[config.mk]
export PLATFORM = sky130hd
export DESIGN_NAME = reg_load_sequencer
export DESIGN_NICKNAME = d
export VERILOG_FILES = /design/src/rtl/reg_load_sequencer_pkg.sv /design/src/rtl/reg_load_sequencer_wait_timer.sv /design/src/rtl/reg_load_sequencer.sv
export SDC_FILE = /design/constraint.sdc
export NUM_CORES = 1
export LEC_CHECK = 0
export ABC_AREA = 1
export BUFFER_PORTS_ARGS = -buffer_cell sky130_fd_sc_hd__buf_2
export CAP_MARGIN = 30
export CORE_MARGIN = 4
export CORE_UTILIZATION = 30
export CTS_BUF_LIST = sky130_fd_sc_hd__clkbuf_2 sky130_fd_sc_hd__clkbuf_4 sky130_fd_sc_hd__clkbuf_8
export DETAILED_ROUTE_END_ITERATION = 8
export MAX_ROUTING_LAYER = met4
export PLACE_DENSITY = 0.55
export SLEW_MARGIN = 20
export SYNTH_ARGS = -nofsm -noshare
export SYNTH_HDL_FRONTEND = slang
export SYNTH_SLANG_ARGS = --single-unit
[constraint.sdc]
create_clock -name clk_i -period 1.9 [get_ports clk_i]
set_clock_uncertainty 0.1 [all_clocks]
set_input_delay 0.19 -clock clk_i [delete_from_list [all_inputs] [get_ports clk_i]]
set_output_delay 0.19 -clock clk_i [all_outputs]
set_load 0.01 [all_outputs]
[src/rtl/reg_load_sequencer_pkg.sv]
`default_nettype none
// ============================================================================
//  Module   : reg_seq_pkg
//  Purpose  : Shared types and constants for the register-load sequencer:
//             decoded instruction classes, sequencer state encoding and the
//             polarity of the active-low load strobes.
//  Revision : 1.0  initial release
// ============================================================================
package reg_seq_pkg;

  // Decoded instruction class delivered by the decoder; codes 5..7 are illegal
  typedef enum logic [2:0] {
    ALU    = 3'd0,
    LOAD   = 3'd1,
    STORE  = 3'd2,
    BRANCH = 3'd3,
    JUMP   = 3'd4
  } opclass_t;

  // Sequencer states; the encoding is exported on state_o for debug
  typedef enum logic [2:0] {
    IDLE     = 3'd0,
    FETCH    = 3'd1,
    DECODE   = 3'd2,
    EXECUTE  = 3'd3,
    MEM      = 3'd4,
    WB       = 3'd5,
    COMPLETE = 3'd6
  } state_t;

  // Load strobes into the datapath are active low
  localparam logic STROBE_OFF = 1'b1;
  localparam logic STROBE_ON  = 1'b0;

  // Highest legal opclass code
  localparam logic [2:0] OPCLASS_MAX = 3'd4;

  // True for the five defined instruction classes
  function automatic logic opclass_legal(input logic [2:0] code);
    return (code <= OPCLASS_MAX);
  endfunction

endpackage : reg_seq_pkg
`default_nettype wire

[src/rtl/reg_load_sequencer_wait_timer.sv]
`default_nettype none
// ============================================================================
//  Module   : wait_timer
//  Purpose  : Saturating wait-state counter with synchronous clear and count
//             enable. expired_o is high while the count equals LIMIT; the
//             count holds at LIMIT and never wraps.
//  Revision : 1.0  initial release
// ============================================================================
module wait_timer #(
  parameter int LIMIT = 16,
  parameter int WIDTH = 5
) (
  input  logic clk_i,
  input  logic rst_ni,
  input  logic clr_i,
  input  logic en_i,
  output logic expired_o
);

  localparam logic [WIDTH-1:0] LIMIT_C = WIDTH'(LIMIT);

  logic [WIDTH-1:0] count_q;
  logic [WIDTH-1:0] count_d;
  logic             at_limit;

  assign at_limit = (count_q == LIMIT_C);

  // Next count: clear has priority, then increment unless already saturated
  always_comb begin
    count_d = count_q;
    if (clr_i) begin
      count_d = '0;
    end else if (en_i && !at_limit) begin
      count_d = count_q + 1'b1;
    end
  end

  // Count register with asynchronous reset
  always_ff @(posedge clk_i or negedge rst_ni) begin
    if (!rst_ni) begin
      count_q <= '0;
    end else begin
      count_q <= count_d;
    end
  end

  assign expired_o = at_limit;

endmodule : wait_timer
`default_nettype wire

[src/rtl/reg_load_sequencer.sv]
`default_nettype none
// ============================================================================
//  Module   : reg_load_sequencer
//  Purpose  : Multicycle control sequencer producing the active-low load
//             strobes for IR, A, B, ALUOut, MDR, PC and the register file.
//             State advances on posedge so every strobe is settled for the
//             negedge load of the datapath registers. Memory waits in FETCH
//             and MEM are bounded by MEM_TIMEOUT.
//  Revision : 1.0  initial release
// ============================================================================
module reg_load_sequencer
  import reg_seq_pkg::*;
#(
  parameter int MEM_TIMEOUT = 16,
  parameter int TMR_WIDTH   = 5
) (
  input  logic       clk_i,
  input  logic       rst_ni,
  input  logic       start_i,
  input  logic [2:0] opclass_i,
  input  logic       mem_ready_i,
  input  logic       branch_taken_i,
  output logic       ir_ld_no,
  output logic       a_ld_no,
  output logic       b_ld_no,
  output logic       alu_ld_no,
  output logic       mdr_ld_no,
  output logic       pc_ld_no,
  output logic       rf_wr_no,
  output logic       pc_sel_o,
  output logic       busy_o,
  output logic       done_o,
  output logic       fault_o,
  output logic [2:0] state_o
);

  state_t   state_q;
  opclass_t opclass_q;
  logic     pc_sel_q;

  logic     waiting;
  logic     tmr_clr;
  logic     tmr_en;
  logic     tmr_expired;
  logic     wait_fault;
  logic     class_fault;

  // FETCH and MEM are the only states that stall on memory
  assign waiting = (state_q == FETCH) || (state_q == MEM);

  // The counter runs only while stalled; any ready or other state restarts it
  assign tmr_clr = !waiting || mem_ready_i;
  assign tmr_en  = waiting && !mem_ready_i;

  wait_timer #(
    .LIMIT (MEM_TIMEOUT),
    .WIDTH (TMR_WIDTH)
  ) u_wait_timer (
    .clk_i     (clk_i),
    .rst_ni    (rst_ni),
    .clr_i     (tmr_clr),
    .en_i      (tmr_en),
    .expired_o (tmr_expired)
  );

  // Ready in the same cycle the limit is reached wins over the timeout
  assign wait_fault  = waiting && !mem_ready_i && tmr_expired;
  assign class_fault = (state_q == DECODE) && !opclass_legal(opclass_i);

  // Sequencer: one instruction at a time; opclass and PC source are latched
  always_ff @(posedge clk_i or negedge rst_ni) begin
    if (!rst_ni) begin
      state_q   <= IDLE;
      opclass_q <= ALU;
      pc_sel_q  <= 1'b0;
    end else begin
      case (state_q)
        IDLE: begin
          if (start_i) begin
            state_q <= FETCH;
          end
        end

        FETCH: begin
          if (mem_ready_i) begin
            state_q <= DECODE;
          end else if (tmr_expired) begin
            state_q <= IDLE;
          end
        end

        DECODE: begin
          if (opclass_legal(opclass_i)) begin
            opclass_q <= opclass_t'(opclass_i);
            state_q   <= EXECUTE;
          end else begin
            state_q   <= IDLE;
          end
        end

        EXECUTE: begin
          case (opclass_q)
            ALU: begin
              pc_sel_q <= 1'b0;
              state_q  <= WB;
            end
            JUMP: begin
              pc_sel_q <= 1'b1;
              state_q  <= WB;
            end
            LOAD, STORE: begin
              pc_sel_q <= 1'b0;
              state_q  <= MEM;
            end
            BRANCH: begin
              pc_sel_q <= branch_taken_i;
              state_q  <= COMPLETE;
            end
            default: begin
              state_q  <= IDLE;
            end
          endcase
        end

        MEM: begin
          if (mem_ready_i) begin
            state_q <= (opclass_q == LOAD) ? WB : COMPLETE;
          end else if (tmr_expired) begin
            state_q <= IDLE;
          end
        end

        WB: begin
          state_q <= COMPLETE;
        end

        COMPLETE: begin
          state_q <= IDLE;
        end

        default: begin
          state_q <= IDLE;
        end
      endcase
    end
  end

  // Strobes decode straight from the state register so an asynchronous reset
  // drops them at once; only the memory-fed loads also wait for ready.
  assign ir_ld_no  = (state_q == FETCH && mem_ready_i)    ? STROBE_ON : STROBE_OFF;
  assign a_ld_no   = (state_q == DECODE)                  ? STROBE_ON : STROBE_OFF;
  assign b_ld_no   = (state_q == DECODE)                  ? STROBE_ON : STROBE_OFF;
  assign alu_ld_no = (state_q == EXECUTE)                 ? STROBE_ON : STROBE_OFF;
  assign mdr_ld_no = (state_q == MEM && mem_ready_i &&
                      opclass_q == LOAD)                  ? STROBE_ON : STROBE_OFF;
  assign rf_wr_no  = (state_q == WB)                      ? STROBE_ON : STROBE_OFF;
  assign pc_ld_no  = (state_q == COMPLETE)                ? STROBE_ON : STROBE_OFF;

  assign pc_sel_o  = pc_sel_q;
  assign busy_o    = (state_q != IDLE);
  assign done_o    = (state_q == COMPLETE);
  assign fault_o   = class_fault || wait_fault;
  assign state_o   = state_q;

endmodule : reg_load_sequencer
`default_nettype wire
==> impl_metrics.tcl <==
set metrics [dict create \
    synth.yosys.seq_area_share_pct 40.68 \
    cts-buffers-inserted 3 \
    timing_worst_slew_pin_value_ps 282.2 \
    syn_inst 101 \
    ys_warn_count 0 \
    postRouteAntennaNets 0 \
    crit_family "flip-flops" \
    multi_input_area_um2 369.1 \
    initial_core_util_pct 32.44 \
    buffer_cell_driving_the_clock_tree_root "sky130_fd_sc_hd__clkbuf_4" \
    firstDrtPassIters 4 \
    final.setup.tns_ps 0 \
    first_iter_violations 10 \
    chip_height_um 57.61 \
    drt-wirelength-per-cell_um 10.65 \
    replace_congestion 0.7904 \
    final_max_slew_viol_count 0 \
    dp.cells 149 \
    worst-path-stages 6 \
    grt_setup_unrepaired "no" \
    hold_removal_path_class "in2reg" \
    ratio_of_routed_vias_to_standard_cells 4.497 \
    timing.critical_path.to_type "output pin" \
    critical-path-max-stage-delay_ps 470 \
    timing.critical_path.arrival_ps 1470 \
    setup_violations 0 \
    fin_util_pct 39.80 \
    clk_path_buf_depth 2 \
    grt_usage_pct 11.05 \
    power.combinational.fraction_pct 47.1 \
    vias 688 \
    yosys_register_bits 12 \
    layoutNonFillerInstCount 153 \
    vdd_drop_max_mv 0.5849 \
    floorplan.die_area_mm2 0.003318 \
    timing.critical_path.cells "nor2_1 > nand2_1 > nand2_2 > nand2_2 > o21ai_2 > buf_2" \
    period_share_pct 92.53 \
    start_kind "flip-flop" \
    time_the_worst_path_needs_with_i_o_delays_and_setup_ps 1758 \
    preCtsSetupSlack_ps 342.2 \
    post-route-drc-count 0 \
    postRouteWirelength_um 1629 \
    syn_area_per_cell_um2 7.309 \
    setup_ws_ps 141.9 \
    cp.required_ps 1610 \
    whs_path_depth 3 \
    final-hold-violation-count 0 \
    hpwl_um 1344 \
    grt_pass1_vias 655 \
    insertion_delay_ps 270 \
    crit_path_top_delay_cell "sky130_fd_sc_hd__dfrtp_1" \
    final_layout_size_suffix_gt1_share_pct 26.40 \
    most-common-layout-cells "sky130_fd_sc_hd__nand2_1 (22), sky130_fd_sc_hd__buf_2 (21), sky130_fd_sc_hd__inv_1 (17), sky130_fd_sc_hd__nor2_1 (15), sky130_fd_sc_hd__dfrtp_1 (12)" \
    clock_slew_at_reported_path_ffs_ps 70 \
    pin_count 22 \
    pwr_density_cell_mw_per_mm2 1187 \
    cp.buffers_inverters 1 \
    final-seq-area_um2 300.3 \
    synth.net_count 111 \
    gr-total-overflow 0 \
    synth_cell_type_count 20 \
    seqPwrFrac_pct 38.9 \
    core_region_area_mm2 0.002276 \
    grt_max_degree 13 \
    worstRegToRegCells 7 \
    clock-sinks 12 \
    criticalPathCategory "reg2out" \
    crit_path_max_fanout 8 \
    cpMostUsedCell "sky130_fd_sc_hd__nand2_2" \
    net_switching_power_of_the_design_mw 0.4774 \
    tritoncts "built" \
    clock_power_share_pct 13.9 \
    fmax_mhz 568.8 \
    io_buffers 21 \
    cap_viol_max_count 0 \
    leak_pwr_nw 0.4744 \
    synth.cell_area_um2 738.2 \
    internal-power_mw 0.5981 \
    layout.filler_cells 247 \
    finish.net_count 137 \
    mostFrequentLayoutCell "sky130_fd_sc_hd__nand2_1" \
    cts_htree_levels 1 \
    floorplan.rows 17 \
    netSwitchingFraction_pct 44.39 \
    fp.dieW_um 57.61 \
    outcome "complete, no violations" \
    timing.max_slew.rel_slack_pct 81.12 \
    n_antenna_cell 0 \
    finalHoldWorstSlack_ps 56.99 \
    layout_stage_area_growth_over_the_synthesis_result_pct 22.71 \
    global_route_wire_length_before_repair_um 2732 \
    grt_antenna_before_repair 0 \
]
==> synthesized netlist by cell type (all sizes together) <==
| cell | number | area [um^2] |
|---|---|---|
| a21oi | 2 | 10.01 |
| a31oi | 1 | 6.260 |
| buf | 1 | 7.510 |
| dfrtp | 12 | 300.3 |
| ha | 2 | 25.02 |
| inv | 17 | 63.81 |
| nand2 | 25 | 98.84 |
| nand3 | 8 | 45.04 |
| nand3b | 1 | 7.510 |
| nand4 | 1 | 6.260 |
| nor2 | 17 | 73.82 |
| nor3 | 2 | 15.01 |
| o21ai | 9 | 52.55 |
| xor2 | 3 | 26.28 |
==> cell families after synthesis <==
family,after synthesis,synth area share (%)
xor+xnor,3,3.560
fa+ha+maj,2,3.389
buf+inv,18,9.661
compound gates,12,9.323
flops,12,40.68
simple gates,54,33.39
==> sequential cells by signal, indices dropped and copies added, names as in the netlist <==
signal                cells
opclass_q                 3
pc_sel_o                  1
state_o                   3
u_wait_timer.count_q      5
==> stage by stage <==
stage	power, mW	instance area, um^2
2_1_floorplan	0.7668	738.2
3_3_place_gp	0.9294	870.8
3_5_place_dp	0.9344	870.8
4_1_cts	1.094	903.4
5_1_grt	1.180	905.9
6_report	1.076	905.9
==> layer usage <==
metal	wire, um	vias up	part of all wire (%)	track usage, %
met3	81	2	5.0	3.394
met1	788	301	48	13.06
met4	9	0	0.55	2.980
met5	0	-	0	-
met2	749	18	46	18.06
li1	-	367	-	-
==> power by group through the flow <==
stage                     Combinational, mW  Clock (mW)  Sequential (mW)
after floorplan                       0.341           0            0.426
after global placement                0.508           0            0.421
after detailed placement              0.512           0            0.422
after CTS                             0.516       0.160            0.418
after global routing                  0.573       0.174            0.433
final                                 0.507       0.150            0.419
==> what timing repair did <==
| action | in CTS | in global routing |
|---|---|---|
| hold endpoints to repair | 12 | 0 |
| setup buffers | 0 | 0 |
| setup endpoints to repair | 0 | 2 |
| resized for setup | 0 | 1 |
| hold buffers | 1 | 0 |
==> final timing paths <==
path	startpoint	endpoint	slack, ps
max	state_o[1]$_DFFE_PN0P_	fault_o	140
min	opclass_i[0]	opclass_q[0]$_DFFE_PN0P_	60
max reg2reg	u_wait_timer.count_q[0]$_DFFE_PN0P_	state_o[1]$_DFFE_PN0P_	440
min reg2reg	pc_sel_o$_DFFE_PN0P_	pc_sel_o$_DFFE_PN0P_	430
max in group asynchronous	rst_ni	opclass_q[1]$_DFFE_PN0P_	1250
min in group asynchronous	rst_ni	u_wait_timer.count_q[0]$_DFFE_PN0P_	230
==> area by class of cell <==
type / count / area share, %
Multi-Input combinational cell: 71 / 40.75
Sequential cell: 12 / 33.15
Timing Repair Buffer: 22 / 12.71
Inverter: 17 / 7.044
Tap cell: 28 / 3.867
Clock buffer: 3 / 2.486
==> tightest hold or removal path, stage by stage <==
cell	delay [ps]
sky130_fd_sc_hd__buf_2	90
sky130_fd_sc_hd__nand2_1	50
sky130_fd_sc_hd__nand2_1	60
Power figures use the tool's default switching activity.
